<file path="src/rtl/codec_spi_arbiter_if.sv">
// Requester and SPI-master side bundle for the codec SPI arbiter.
// master = arbiter side, slave = requesters plus SPI master side.
interface codec_spi_arbiter_if #(
  parameter int NREQ = 2
);
  logic [NREQ-1:0]    req;
  logic [16*NREQ-1:0] req_word;
  logic [NREQ-1:0]    gnt;
  logic               busy;
  logic [15:0]        spi_data;
  logic               spi_trg;
  logic               spi_rdy;
  logic               cs;

  modport master (
    input  req,
    input  req_word,
    input  spi_rdy,
    output gnt,
    output busy,
    output spi_data,
    output spi_trg,
    output cs
  );

  modport slave (
    output req,
    output req_word,
    output spi_rdy,
    input  gnt,
    input  busy,
    input  spi_data,
    input  spi_trg,
    input  cs
  );
endinterface

</file>
<file path="src/rtl/codec_spi_arbiter.sv">
// Round-robin arbiter sharing the codec control SPI master.
// Sequences trigger/ready handshake, cs latch pulse and shadow regs.
module codec_spi_arbiter #(
  parameter int NREQ         = 2,
  parameter int LATCH_CYCLES = 1
) (
  input  logic                clk,
  input  logic                reset,
  codec_spi_arbiter_if.master bus,
  input  logic [3:0]          rd_addr,
  output logic [8:0]          rd_data,
  output logic [7:0]          wr_count
);

  localparam int PW = (NREQ > 1) ? $clog2(NREQ) : 1;

  localparam logic [2:0] IDLE   = 3'd0;
  localparam logic [2:0] TRIG   = 3'd1;
  localparam logic [2:0] WAITLO = 3'd2;
  localparam logic [2:0] WAITHI = 3'd3;
  localparam logic [2:0] LATCH  = 3'd4;
  localparam logic [2:0] GAP    = 3'd5;

  localparam logic [3:0] TO_LAST  = 4'd3;
  localparam logic [3:0] LAT_LAST = 4'(LATCH_CYCLES - 1);

  logic [2:0]      state;
  logic [3:0]      cnt;
  logic [PW-1:0]   ptr;
  logic [8:0]      shadow [16];

  logic            sel_hit;
  logic [PW-1:0]   sel_idx;
  logic [NREQ-1:0] sel_oh;
  logic [15:0]     sel_word;
  logic [PW-1:0]   ptr_nxt;

  logic            shadow_we;
  logic [6:0]      waddr;
  logic [8:0]      wdata;

  // First pending requester at or above the pointer, else lowest one.
  always_comb begin
    sel_hit  = 1'b0;
    sel_idx  = '0;
    sel_oh   = '0;
    sel_word = '0;
    for (int i = 0; i < NREQ; i++) begin
      if (!sel_hit && bus.req[i] && i >= int'(ptr)) begin
        sel_hit   = 1'b1;
        sel_idx   = PW'(i);
        sel_oh[i] = 1'b1;
        sel_word  = bus.req_word[16*i +: 16];
      end
    end
    for (int i = 0; i < NREQ; i++) begin
      if (!sel_hit && bus.req[i]) begin
        sel_hit   = 1'b1;
        sel_idx   = PW'(i);
        sel_oh[i] = 1'b1;
        sel_word  = bus.req_word[16*i +: 16];
      end
    end
  end

  assign ptr_nxt = (sel_idx == PW'(NREQ - 1)) ? '0
                 : sel_idx + PW'(1);

  assign waddr     = bus.spi_data[15:9];
  assign wdata     = bus.spi_data[8:0];
  assign shadow_we = (state == LATCH) && (cnt == LAT_LAST);
  assign rd_data   = shadow[rd_addr];

  // Transfer sequencer: grant, trigger, ready handshake, cs latch.
  always_ff @(posedge clk or negedge reset) begin
    if (!reset) begin
      state        <= IDLE;
      cnt          <= '0;
      ptr          <= '0;
      bus.gnt      <= '0;
      bus.busy     <= 1'b0;
      bus.spi_data <= '0;
      bus.spi_trg  <= 1'b0;
      bus.cs       <= 1'b1;
      wr_count     <= '0;
    end else begin
      bus.gnt     <= '0;
      bus.spi_trg <= 1'b0;
      unique case (state)
        IDLE: begin
          cnt <= '0;
          if (bus.spi_rdy && sel_hit) begin
            bus.spi_data <= sel_word;
            bus.gnt      <= sel_oh;
            bus.busy     <= 1'b1;
            ptr          <= ptr_nxt;
            state        <= TRIG;
          end
        end
        TRIG: begin
          bus.spi_trg <= 1'b1;
          cnt         <= '0;
          state       <= WAITLO;
        end
        WAITLO: begin
          if (!bus.spi_rdy || cnt == TO_LAST) begin
            cnt   <= '0;
            state <= WAITHI;
          end else begin
            cnt <= cnt + 4'd1;
          end
        end
        WAITHI: begin
          if (bus.spi_rdy) begin
            bus.cs <= 1'b0;
            cnt    <= '0;
            state  <= LATCH;
          end
        end
        LATCH: begin
          if (cnt == LAT_LAST) begin
            bus.cs   <= 1'b1;
            wr_count <= wr_count + 8'd1;
            cnt      <= '0;
            state    <= GAP;
          end else begin
            cnt <= cnt + 4'd1;
          end
        end
        GAP: begin
          bus.busy <= 1'b0;
          state    <= IDLE;
        end
        default: begin
          bus.cs   <= 1'b1;
          bus.busy <= 1'b0;
          cnt      <= '0;
          state    <= IDLE;
        end
      endcase
    end
  end

  // Shadow copy of the write-only codec registers; addr 15 clears all.
  always_ff @(posedge clk or negedge reset) begin
    if (!reset) begin
      for (int a = 0; a < 16; a++) shadow[a] <= '0;
    end else if (shadow_we) begin
      unique case (1'b1)
        (waddr < 7'd15): shadow[waddr[3:0]] <= wdata;
        (waddr == 7'd15): begin
          for (int a = 0; a < 16; a++) shadow[a] <= '0;
        end
        default: ;
      endcase
    end
  end

endmodule

</file>
<file path="src/flat_wrapper.sv">
// flat-port wrapper written by rule: the top's interface ports become plain ports
module codec_spi_arbiter_flat 
#(
  parameter int NREQ         = 2,
  parameter int LATCH_CYCLES = 1
)
  (clk, reset, rd_addr, rd_data, wr_count, bus_req, bus_req_word, bus_spi_rdy, bus_gnt, bus_busy, bus_spi_data, bus_spi_trg, bus_cs);
  codec_spi_arbiter_if #(.NREQ(NREQ)) bus_i ();
  input  logic clk;
  input  logic reset;
  input  logic [3:0] rd_addr;
  output logic [8:0] rd_data;
  output logic [7:0] wr_count;
  input wire logic [$bits(bus_i.req)-1:0] bus_req;
  input wire logic [$bits(bus_i.req_word)-1:0] bus_req_word;
  input wire logic [$bits(bus_i.spi_rdy)-1:0] bus_spi_rdy;
  output wire logic [$bits(bus_i.gnt)-1:0] bus_gnt;
  output wire logic [$bits(bus_i.busy)-1:0] bus_busy;
  output wire logic [$bits(bus_i.spi_data)-1:0] bus_spi_data;
  output wire logic [$bits(bus_i.spi_trg)-1:0] bus_spi_trg;
  output wire logic [$bits(bus_i.cs)-1:0] bus_cs;
  assign bus_i.req = bus_req;
  assign bus_i.req_word = bus_req_word;
  assign bus_i.spi_rdy = bus_spi_rdy;
  assign bus_gnt = bus_i.gnt;
  assign bus_busy = bus_i.busy;
  assign bus_spi_data = bus_i.spi_data;
  assign bus_spi_trg = bus_i.spi_trg;
  assign bus_cs = bus_i.cs;
  codec_spi_arbiter #(.NREQ(NREQ), .LATCH_CYCLES(LATCH_CYCLES)) u_core (.clk(clk), .reset(reset), .bus(bus_i), .rd_addr(rd_addr), .rd_data(rd_data), .wr_count(wr_count));
endmodule
</file>
<file path="config.mk">
export PLATFORM = sky130hd
export DESIGN_NAME = codec_spi_arbiter_flat
export DESIGN_NICKNAME = d
export VERILOG_FILES = /design/src/rtl/codec_spi_arbiter_if.sv /design/src/rtl/codec_spi_arbiter.sv /design/src/flat_wrapper.sv
export SDC_FILE = /design/constraint.sdc
export NUM_CORES = 1
export LEC_CHECK = 0
export CAP_MARGIN = 20
export CORE_ASPECT_RATIO = 2
export CORE_UTILIZATION = 34
export CTS_BUF_LIST = sky130_fd_sc_hd__clkbuf_8
export CTS_CLUSTER_DIAMETER = 100
export CTS_CLUSTER_SIZE = 14
export DETAILED_ROUTE_END_ITERATION = 10
export DONT_BUFFER_PORTS = 1
export PLACE_DENSITY = 0.49
export SLEW_MARGIN = 20
export SYNTH_ARGS = -nofsm -noshare
export SYNTH_HDL_FRONTEND = slang
export SYNTH_SLANG_ARGS = --single-unit
</file>
<file path="constraint.sdc">
create_clock -name clk -period 5.02 [get_ports clk]
set_input_delay 0.251 -clock clk [delete_from_list [all_inputs] [get_ports clk]]
set_output_delay 0.251 -clock clk [all_outputs]
set_load 0.02 [all_outputs]
</file>
==> results of run 1 <==
how the worst min path moves through the flow:
stage | slack, ns | start | depth (start not counted) | endpoint
3_5_place_dp | -0.04 | reset | 0 | u_core.shadow[35]$_DFFE_PN0P_
2_1_floorplan | -0.04 | reset | 0 | u_core.bus.busy$_DFFE_PN0P_
3_3_place_gp | -0.04 | reset | 0 | u_core.shadow[21]$_DFFE_PN0P_
4_1_cts | 0.003 | bus_spi_rdy | 2 | u_core.state[0]$_DFFE_PN0P_
5_1_grt | 0.01 | bus_req_word[23] | 2 | u_core.bus.spi_data[7]$_DFFE_PN0P_
6_report | 0.04 | bus_req_word[6] | 2 | u_core.bus.spi_data[6]$_DFFE_PN0P_
worst reg2reg max path, cell delays in order (launching register included):
cell     delay [ns]
dfrtp_1        0.42
inv_1          0.11
ha_1           0.17
nor3b_2        0.31
nand3_1        0.12
buf_4          0.25
nor3_1         0.90
nor2b_1        0.12
sequential cells by signal, indices dropped and copies added, names as in the netlist:
register	cells
u_core.wr_count	8
u_core.bus.busy	1
u_core.bus.gnt	2
u_core.bus.spi_trg	1
u_core.state	3
u_core.ptr	1
u_core.shadow	144
u_core.bus.cs	1
u_core.bus.spi_data	16
u_core.cnt	4
metrics by stage:
| step | cells | setup WS (ns) |
|---|---|---|
| after floorplan | 671 | 3.036 |
| after global placement | 961 | 2.623 |
| after detailed placement | 961 | 2.501 |
| after CTS | 1025 | 2.468 |
| after global routing | 1025 | 2.261 |
| final | 1025 | 2.469 |
synthesized netlist by cell type, drive strengths merged, types with 2 or more instances:
| cell type | count | area (um^2) |
|---|---|---|
| a22oi | 34 | 255.2 |
| or2 | 3 | 18.77 |
| xor2 | 3 | 26.28 |
| a21boi | 2 | 15.01 |
| and2 | 3 | 18.77 |
| nand2 | 39 | 151.4 |
| nor2 | 28 | 107.6 |
| a22o | 90 | 788.3 |
| or3b | 2 | 22.52 |
| nor3 | 14 | 171.4 |
| nand3 | 15 | 80.08 |
| buf | 13 | 63.81 |
| nor3b | 6 | 66.31 |
| o21ai | 27 | 135.1 |
| clkbuf | 35 | 131.4 |
| mux4 | 36 | 810.8 |
| nand4 | 6 | 37.54 |
| a21oi | 18 | 90.09 |
| nor4 | 2 | 33.78 |
| and3 | 4 | 25.02 |
| dfrtp | 180 | 4504 |
| a32o | 9 | 90.09 |
| inv | 4 | 15.01 |
| ha | 3 | 37.54 |
| xnor2 | 8 | 70.07 |
| nor2b | 31 | 193.9 |
| mux2 | 19 | 214.0 |
| nand2b | 25 | 156.4 |
power by group:
part	total [W]	internal (W)	leakage (nW)	switching, W
logic	0.000905	0.000386	1.51	0.000520
registers	0.00216	0.00162	2.47	0.000540
clock network	0.00124	0.000697	0.244	0.000543
total	0.00430	0.00270	4.22	0.00160
routing by layer:
metal | vias up | global-route usage
met2 | 173 | 0.3771
met4 | 0 | 0.08362
met3 | 30 | 0.04653
met5 | - | 0
li1 | 2546 | -
met1 | 2962 | 0.2283
cells by family (layout without fill, tap and decap cells):
group / after synthesis / in the layout
multiplexers: 55 / 55
AO/OA/AOI/OAI: 188 / 188
adder cells (fa/ha/maj): 3 / 3
buffers and inverters: 52 / 74
flip-flops: 181 / 181
XOR/XNOR: 11 / 11
AND/OR/NAND/NOR: 181 / 181
layout make-up:
cell class / instances / area (um^2) / share of cell area
sequential: 181 / 4531 / 0.4730
multi-input combinational: 438 / 3725 / 0.3889
tap: 332 / 415.4 / 0.04337
timing repair buffer: 38 / 382.9 / 0.03997
clock buffer: 21 / 289.0 / 0.03018
clock inverter: 11 / 220.2 / 0.02299
inverter: 4 / 15.01 / 0.001568
==> impl_metrics.toml, run 1 <==
[grt]
grt_max_degree = 182
antenna_found_initial = 0
grt_util_all_layers = 0.2067
grt_pass1_vias = 6166
grt_pass1_wl_mm = 37.96
overflow = 0

[route]
avgRoutedWirePerCell_um = 23.95
wirelength_mm = 24.55
drtIter0Drc = 281
wl_met3_mm = 1.069
top_layer = "met4"
drc = 0
dr.pass1.iters = 5
detail-route-antenna-nets = 0
m1WireLength_mm = 8.981
post_drt_via_cell_ratio = 5.572
dr_total_vias = 5711
met2_length_mm = 13.70

[timing]
hold_viol = 0
setup_viol = 0
worstMarginPinSlew_ns = 1.077
slew_violations = 0
maxSlewHeadroom = 0.2768
fin_hold_ws_ns = 0.03611
totalNegativeSetupSlack_ns = 0
timing.final.crit_share = 0.5082
rsz0062_at_grt = "false"
fmax_ghz = 0.3920
clock_skew_ns = 0.01166
final.min_clock_period_ns = 2.551

[floorplan]
initial_utilization = 0.3459
die_area_um2 = 25520
io-pin-count = 79
rows = 81
die_x_um = 113.5
die_y_um = 224.9
core-area_um2 = 24420

[cts]
cts_max_level = 4
postCtsHoldBufs = 32
clock_sinks = 181
cts_made_buffers = 17
ctsResizeCount = 0
cts_tree = "built"
path_clk_slew_ns = 0.09
clock_latency_ns = 0.49
post_cts_buffers = 0
clockBufferDepth = 2
cts_root_buf = "clkbuf_8"

[power_and_ir_drop]
power.density_nw_per_um2 = 449.0
power_w = 0.004301
p_leak_nw = 4.220
ir_drop_v = 0.0004055

[worst_setup_path]
cp.depth = 7
slowest_delay_ns = 0.89
start_kind = "flop"
timing.rr.end = "u_core.shadow[8]$_DFFE_PN0P_"
startpoint = "u_core.cnt[0]$_DFFE_PN0P_"
worstPathRequired_ns = 5.34
r2r_start = "u_core.cnt[0]$_DFFE_PN0P_"
crit_type = "reg2reg"
path_buf_inv = 2
ff2ff_setup_slack_ns = 2.47
reg2regPathDepth = 7
crit_fanout = 12
cp.arrival_ns = 2.87
path_delay_family = "simple AND/OR/NAND/NOR gates"
cp-endpoint = "u_core.shadow[8]$_DFFE_PN0P_"
crit_slowest_cell = "nor3_1"
end_kind = "flop"
path_cells = "inv_1 > ha_1 > nor3b_2 > nand3_1 > buf_4 > nor3_1 > nor2b_1"

[synth]
synth_top_family_by_area = "compound AO/OA/AOI/OAI gates"
async_reset_ff_frac = 1.000
synth-edff-count = 0
synth_compound_area_frac = 0.1704
synth_simple_gate_area_frac = 0.1313
syn_avg_cell_area_um2 = 12.59
ys_seq_elements = 181
syn-num-nets = 715
yosysSeqAreaShare = 0.5362
synth.area.mux_share = 0.1213
synth_fa_ha_area_frac = 0.004442
yosys_warnings = 0
synth_xor_xnor_area_share = 0.01140
synth_area_um2 = 8449
ys_types = 49
synthCells = 671
ys_dominant_reg_cell = "dfrtp_1"

[finish]
antenna_cells = 0
synthToLayoutAreaGrowth_pct = 13.36
final_util = 0.3921
layout.nets = 724
drive_gt1_frac = 0.1746
stdcell_area_um2 = 9578
final_cell_mix = "180 x dfrtp_1, 90 x a22o_1, 37 x nand2_1"
n_fill_cell = 2334
final_common_cell = "dfrtp_1"

[min_path]
hp-class = "in2reg"

[placed_design]
gp_congestion = 0.8008
port_buffers = 0
place_hpwl_mm = 16.70
placed_area_um2 = 8723

[status]
outcome = "finished, final reports clean"

[flow_run]
maxCapViolations = 0
No activity file was read; power rests on OpenSTA's default activity.
==> run 2, diff against run 1 <==
==> constraint.sdc (replaced) <==
create_clock -name clk -period 2.7 [get_ports clk]
set_input_delay 0.135 -clock clk [delete_from_list [all_inputs] [get_ports clk]]
set_output_delay 0.135 -clock clk [all_outputs]
set_load 0.02 [all_outputs]
==> impl_metrics.toml, run 2 (same netlist as run 1, synthesis figures left out) <==
[cts]
clock_latency_ns = 0.49
postCtsHoldBufs = 34
post_cts_buffers = 0
clock_sinks = 181
cts_tree = "built"
cts_max_level = 4
cts_made_buffers = 17
clockBufferDepth = 2
path_clk_slew_ns = 0.10
cts_root_buf = "clkbuf_8"
ctsResizeCount = 0

[worst_setup_path]
slowest_delay_ns = 0.55
crit_slowest_cell = "nor3b_4"
crit_fanout = 9
path_cells = "inv_1 > ha_1 > or3b_4 > nor4_4 > nor3b_4 > a22o_1"
end_kind = "flop"
start_kind = "flop"
crit_type = "reg2reg"
cp.arrival_ns = 2.78
worstPathRequired_ns = 3.13

[min_path]
hp-class = "in2async"

[route]
avgRoutedWirePerCell_um = 23.04
drc = 0
m1WireLength_mm = 9.024
dr.pass1.iters = 6
dr_total_vias = 5658
drtIter0Drc = 290
wl_met3_um = 897
wirelength_mm = 23.85
met2_length_mm = 13.06
top_layer = "met4"
detail-route-antenna-nets = 0
post_drt_via_cell_ratio = 5.467

[finish]
final_common_cell = "dfrtp_1"
layout.nets = 736
regMostFlops = "u_core.shadow"
synthToLayoutAreaGrowth_pct = 12.93
final_cell_mix = "180 x dfrtp_1, 90 x a22o_1, 37 x nand2_1"
largest_register_ffs = 144
drive_gt1_frac = 0.1778
top_regs = "u_core.shadow: 144 flops, u_core.bus.spi_data: 16 flops, u_core.wr_count: 8 flops"
antenna_cells = 0

[floorplan]
rows = 81
die_y_um = 224.9
die_area_um2 = 25520
core-area_um2 = 24420
io-pin-count = 79
initial_utilization = 0.3459
die_x_um = 113.5

[status]
violations = "hold timing"
outcome = "finished, violations left"

[timing]
worstMarginPinSlew_ns = 1.104
rsz0062_at_grt = "false"
timing.final.crit_share = 0.8716
fin_hold_ws_ns = -0.6714
clock_skew_ns = 0.01856
slew_violations = 0
setup_viol = 0
fmax_ghz = 0.4249
maxSlewHeadroom = 0.2641
hold_viol = 181
totalNegativeSetupSlack_ns = 0
final.min_clock_period_ns = 2.353

[grt]
grt_util_all_layers = 0.2020
antenna_found_initial = 0
grt_max_degree = 182
grt_pass1_vias = 6266
overflow = 0
grt_pass1_wl_mm = 37.67

[flow_run]
maxCapViolations = 0

[power_and_ir_drop]
power_w = 0.007630
power.density_nw_per_um2 = 799.7
ir_drop_v = 0.0007007
p_leak_nw = 4.228

[placed_design]
port_buffers = 0
gp_congestion = 0.7543
place_hpwl_mm = 16.46
==> run 2: cell types whose count changed in the layout (fill, tap and decap cells not counted) <==
cell / previous run / this run
buf_4: 6 / 16
bufinv_16: 6 / 3
clkbuf_8: 21 / 18
dlygate4sd3_1: 31 / 34
a21boi_1: 0 / 2
a21boi_2: 2 / 0
clkinv_2: 0 / 2
clkinvlp_4: 3 / 1
inv_6: 0 / 2
buf_16: 1 / 0
clkinv_4: 2 / 3
inv_1: 4 / 5
==> run 2: layer usage <==
layer,global-route usage,vias up
li1,-,2578
met1,0.2200,2905
met2,0.3662,146
met3,0.04142,29
met4,0.1002,0
met5,0,-
==> run 2: path summary, 6_finish.rpt <==
check                                                   start                              to  slack [ns]  cells after the start
worst min register to register  u_core.shadow[15]$_DFFE_PN0P_   u_core.shadow[15]$_DFFE_PN0P_        0.48                      2
worst max-delay path                u_core.cnt[0]$_DFFE_PN0P_  u_core.shadow[112]$_DFFE_PN0P_        0.35                      6
worst max register to register      u_core.cnt[0]$_DFFE_PN0P_  u_core.shadow[112]$_DFFE_PN0P_        0.35                      6
max in group asynchronous                               reset       u_core.bus.cs$_DFFE_PN1P_        2.99                      0
worst min-delay path                                    reset   u_core.shadow[93]$_DFFE_PN0P_       -0.67                      0
min in group clk                                  bus_spi_rdy       u_core.cnt[0]$_DFFE_PN0P_        0.08                      4
==> run 2: critical path: cells and delay by family (launching register included) <==
| kind | cells | cell delay (ns) |
|---|---|---|
| fa+ha+maj | 1 | 0.16 |
| buf+inv | 1 | 0.10 |
| simple gates | 3 | 1.40 |
| flops | 1 | 0.42 |
| compound gates | 1 | 0.22 |
==> run 2: final cells by class <==
type                    count  area, um^2
inverters                   4       15.01
flip-flops and latches    181        4531
fillers                  2336       14880
well taps                 332       415.4
clock buffers              18       247.7
multi-input cells         438        3717
clock inverters            12       155.1
repair buffers             50       460.4
==> run 2: where the power goes <==
group	switching (W)	internal, W	leakage (nW)
Combinational	0.000854	0.000755	1.55
Clock	0.00100	0.000932	0.207
Sequential	0.00108	0.00300	2.47
Total	0.00294	0.00469	4.23
==> run 2: through the flow <==
step | area (um^2) | worst slack, ns | hold WS, ns | std cells | utilization
6_report | 9542 | 0.3466 | -0.6714 | 1035 | 0.3907
5_1_grt | 9542 | 0.1544 | -0.7279 | 1035 | 0.3907
4_1_cts | 9542 | 0.3308 | -0.7182 | 1035 | 0.3907
3_5_place_dp | 8798 | 0.3283 | -0.1514 | 971 | 0.3602
3_3_place_gp | 8798 | 0.3426 | -0.1519 | 971 | 0.3602
2_1_floorplan | 8449 | 0.7159 | -0.1606 | 671 | -
==> run 3, diff against run 2 <==
--- a/config.mk
+++ b/config.mk
@@ -7,13 +7,13 @@
 export LEC_CHECK = 0
 export CAP_MARGIN = 20
 export CORE_ASPECT_RATIO = 2
-export CORE_UTILIZATION = 34
+export CORE_UTILIZATION = 35
 export CTS_BUF_LIST = sky130_fd_sc_hd__clkbuf_8
 export CTS_CLUSTER_DIAMETER = 100
 export CTS_CLUSTER_SIZE = 14
 export DETAILED_ROUTE_END_ITERATION = 10
 export DONT_BUFFER_PORTS = 1
-export PLACE_DENSITY = 0.49
+export PLACE_DENSITY = 0.5
 export SLEW_MARGIN = 20
 export SYNTH_ARGS = -nofsm -noshare
 export SYNTH_HDL_FRONTEND = slang
==> constraint.sdc (replaced) <==
create_clock -name clk -period 2.2 [get_ports clk]
set_input_delay 0.11 -clock clk [delete_from_list [all_inputs] [get_ports clk]]
set_output_delay 0.11 -clock clk [all_outputs]
set_load 0.02 [all_outputs]
==> impl_metrics.toml, run 3 (same netlist as run 1, synthesis figures left out) <==
[status]
violations = "DRC, hold timing"
outcome = "finished, violations left"

[finish]
regMostFlops = "u_core.shadow"
drive_gt1_frac = 0.2156
stdcell_area_um2 = 9813
top_regs = "u_core.shadow: 144 flops, u_core.bus.spi_data: 16 flops, u_core.wr_count: 8 flops"
layout.nets = 764
final_cell_mix = "180 x dfrtp_1, 90 x a22o_1, 40 x buf_4"
final_common_cell = "dfrtp_1"
largest_register_ffs = 144
synthToLayoutAreaGrowth_pct = 16.14
layout.cells.non_filler = 1020
antenna_cells = 0

[min_path]
hp-class = "in2async"

[timing]
rsz0062_at_grt = "false"
setup_viol = 0
fin_hold_ws_ns = -0.6825
slew_violations = 0
clock_skew_ns = 0.01583
hold_viol = 181
final.min_clock_period_ns = 2.086
fmax_ghz = 0.4793
timing.final.crit_share = 0.9484
worstMarginPinSlew_ns = 0.9920
maxSlewHeadroom = 0.3386
fin_ws_ns = 0.1136

[placed_design]
place_ws_ns = -0.001178
dp.cells = 950
place_hpwl_mm = 16.59
gp_congestion = 0.8177
port_buffers = 0
placed_area_um2 = 8922

[cts]
cts_root_buf = "clkbuf_8"
cts_made_buffers = 17
clockBufferDepth = 2
cts_tree = "built"
clock_sinks = 181
path_clk_slew_ns = 0.09
cts_max_level = 4
postCtsHoldBufs = 34
clock_latency_ns = 0.49

[grt]
grt_max_degree = 182
overflow = 0
grt_pass1_vias = 6335
grt_pass1_wl_mm = 37.90
antenna_found_initial = 0
grt_util_all_layers = 0.2076

[worst_setup_path]
worstPathRequired_ns = 2.61
cp.arrival_ns = 2.50
crit_type = "reg2reg"
end_kind = "flop"
reg2regPathDepth = 5
r2r_start = "u_core.ptr$_DFFE_PN0P_"
ff2ff_setup_slack_ns = 0.11
timing.rr.end = "u_core.bus.spi_data[1]$_DFFE_PN0P_"
crit_fanout = 10
start_kind = "flop"

[route]
dr_total_vias = 5918
post_drt_via_cell_ratio = 5.802
detail-route-antenna-nets = 0
wirelength_mm = 24.07
drc = 4
avgRoutedWirePerCell_um = 23.60
dr.pass1.iters = 8
drtIter0Drc = 360

[floorplan]
rows = 80
die_x_um = 111.9
die_area_um2 = 24800
die_y_um = 221.7
core-area_um2 = 23820
io-pin-count = 79
initial_utilization = 0.3547

[power_and_ir_drop]
power.density_nw_per_um2 = 983.0
p_leak_nw = 4.406
ir_drop_v = 0.0006821

[flow_run]
maxCapViolations = 0
[run 3: area by class of cell]
class | instances | area [um^2]
clock inverter | 11 | 150.1
tap | 287 | 359.1
fill | 2250 | 14010
inverter | 4 | 15.01
multi-input combinational | 438 | 3757
sequential | 181 | 4531
timing repair buffer | 78 | 711.9
clock buffer | 21 | 289.0
[run 3: worst max path at each step]
| stage | start | endpoint | slack [ns] | depth (start not counted) |
|---|---|---|---|---|
| finish | u_core.ptr$_DFFE_PN0P_ | u_core.bus.spi_data[1]$_DFFE_PN0P_ | 0.11 | 5 |
| global route | u_core.cnt[0]$_DFFE_PN0P_ | u_core.shadow[114]$_DFFE_PN0P_ | 0.003 | 8 |
| CTS | u_core.cnt[0]$_DFFE_PN0P_ | u_core.shadow[74]$_DFFE_PN0P_ | -0.003 | 7 |
| detailed placement | u_core.cnt[0]$_DFFE_PN0P_ | u_core.shadow[116]$_DFFE_PN0P_ | -0.001 | 7 |
| global placement | u_core.cnt[0]$_DFFE_PN0P_ | u_core.shadow[100]$_DFFE_PN0P_ | 0.07 | 6 |
| floorplan | u_core.cnt[0]$_DFFE_PN0P_ | u_core.shadow[36]$_DFFE_PN0P_ | 0.22 | 6 |
[run 3: where the power goes]
part	internal (W)	switching (W)	total, W
Clock	0.00125	0.00123	0.00248
Sequential	0.00369	0.00104	0.00474
Combinational	0.00109	0.00134	0.00243
[run 3: through the flow]
step                      setup TNS (ns)    util  total power [W]
after CTS                      -0.008173  0.4076         0.009703
after global placement                 0  0.3745         0.007049
after detailed placement       -0.001178  0.3745         0.007120
final                                  0  0.4119         0.009646
after floorplan                        0       -         0.006149
after global routing                   0  0.4119          0.01019
[run 3: metal layers]
| metal | vias up | wire length [um] | global-route usage |
|---|---|---|---|
| met4 | 0 | 1486 | 0.1330 |
| met5 | - | 0 | 0 |
| met2 | 197 | 12640 | 0.3600 |
| li1 | 2622 | - | - |
| met1 | 3057 | 8903 | 0.2253 |
| met3 | 42 | 1046 | 0.04784 |
[run 3: critical path, cell delays in order, from the launching register on]
cell	delay, ns
dfrtp_1	0.43
a21boi_1	0.47
buf_4	0.29
a22oi_1	0.10
dlygate4sd3_1	0.57
a21oi_1	0.15
[run 3: timing repair]
| item | 4_1_cts | 5_1_grt |
|---|---|---|
| endpoints found under the hold margin | 203 | 181 |
| pin swaps | 0 | 7 |
| setup buffers | 1 | 3 |
| setup endpoints to repair | 12 | 99 |
| gates resized for setup | 0 | 9 |
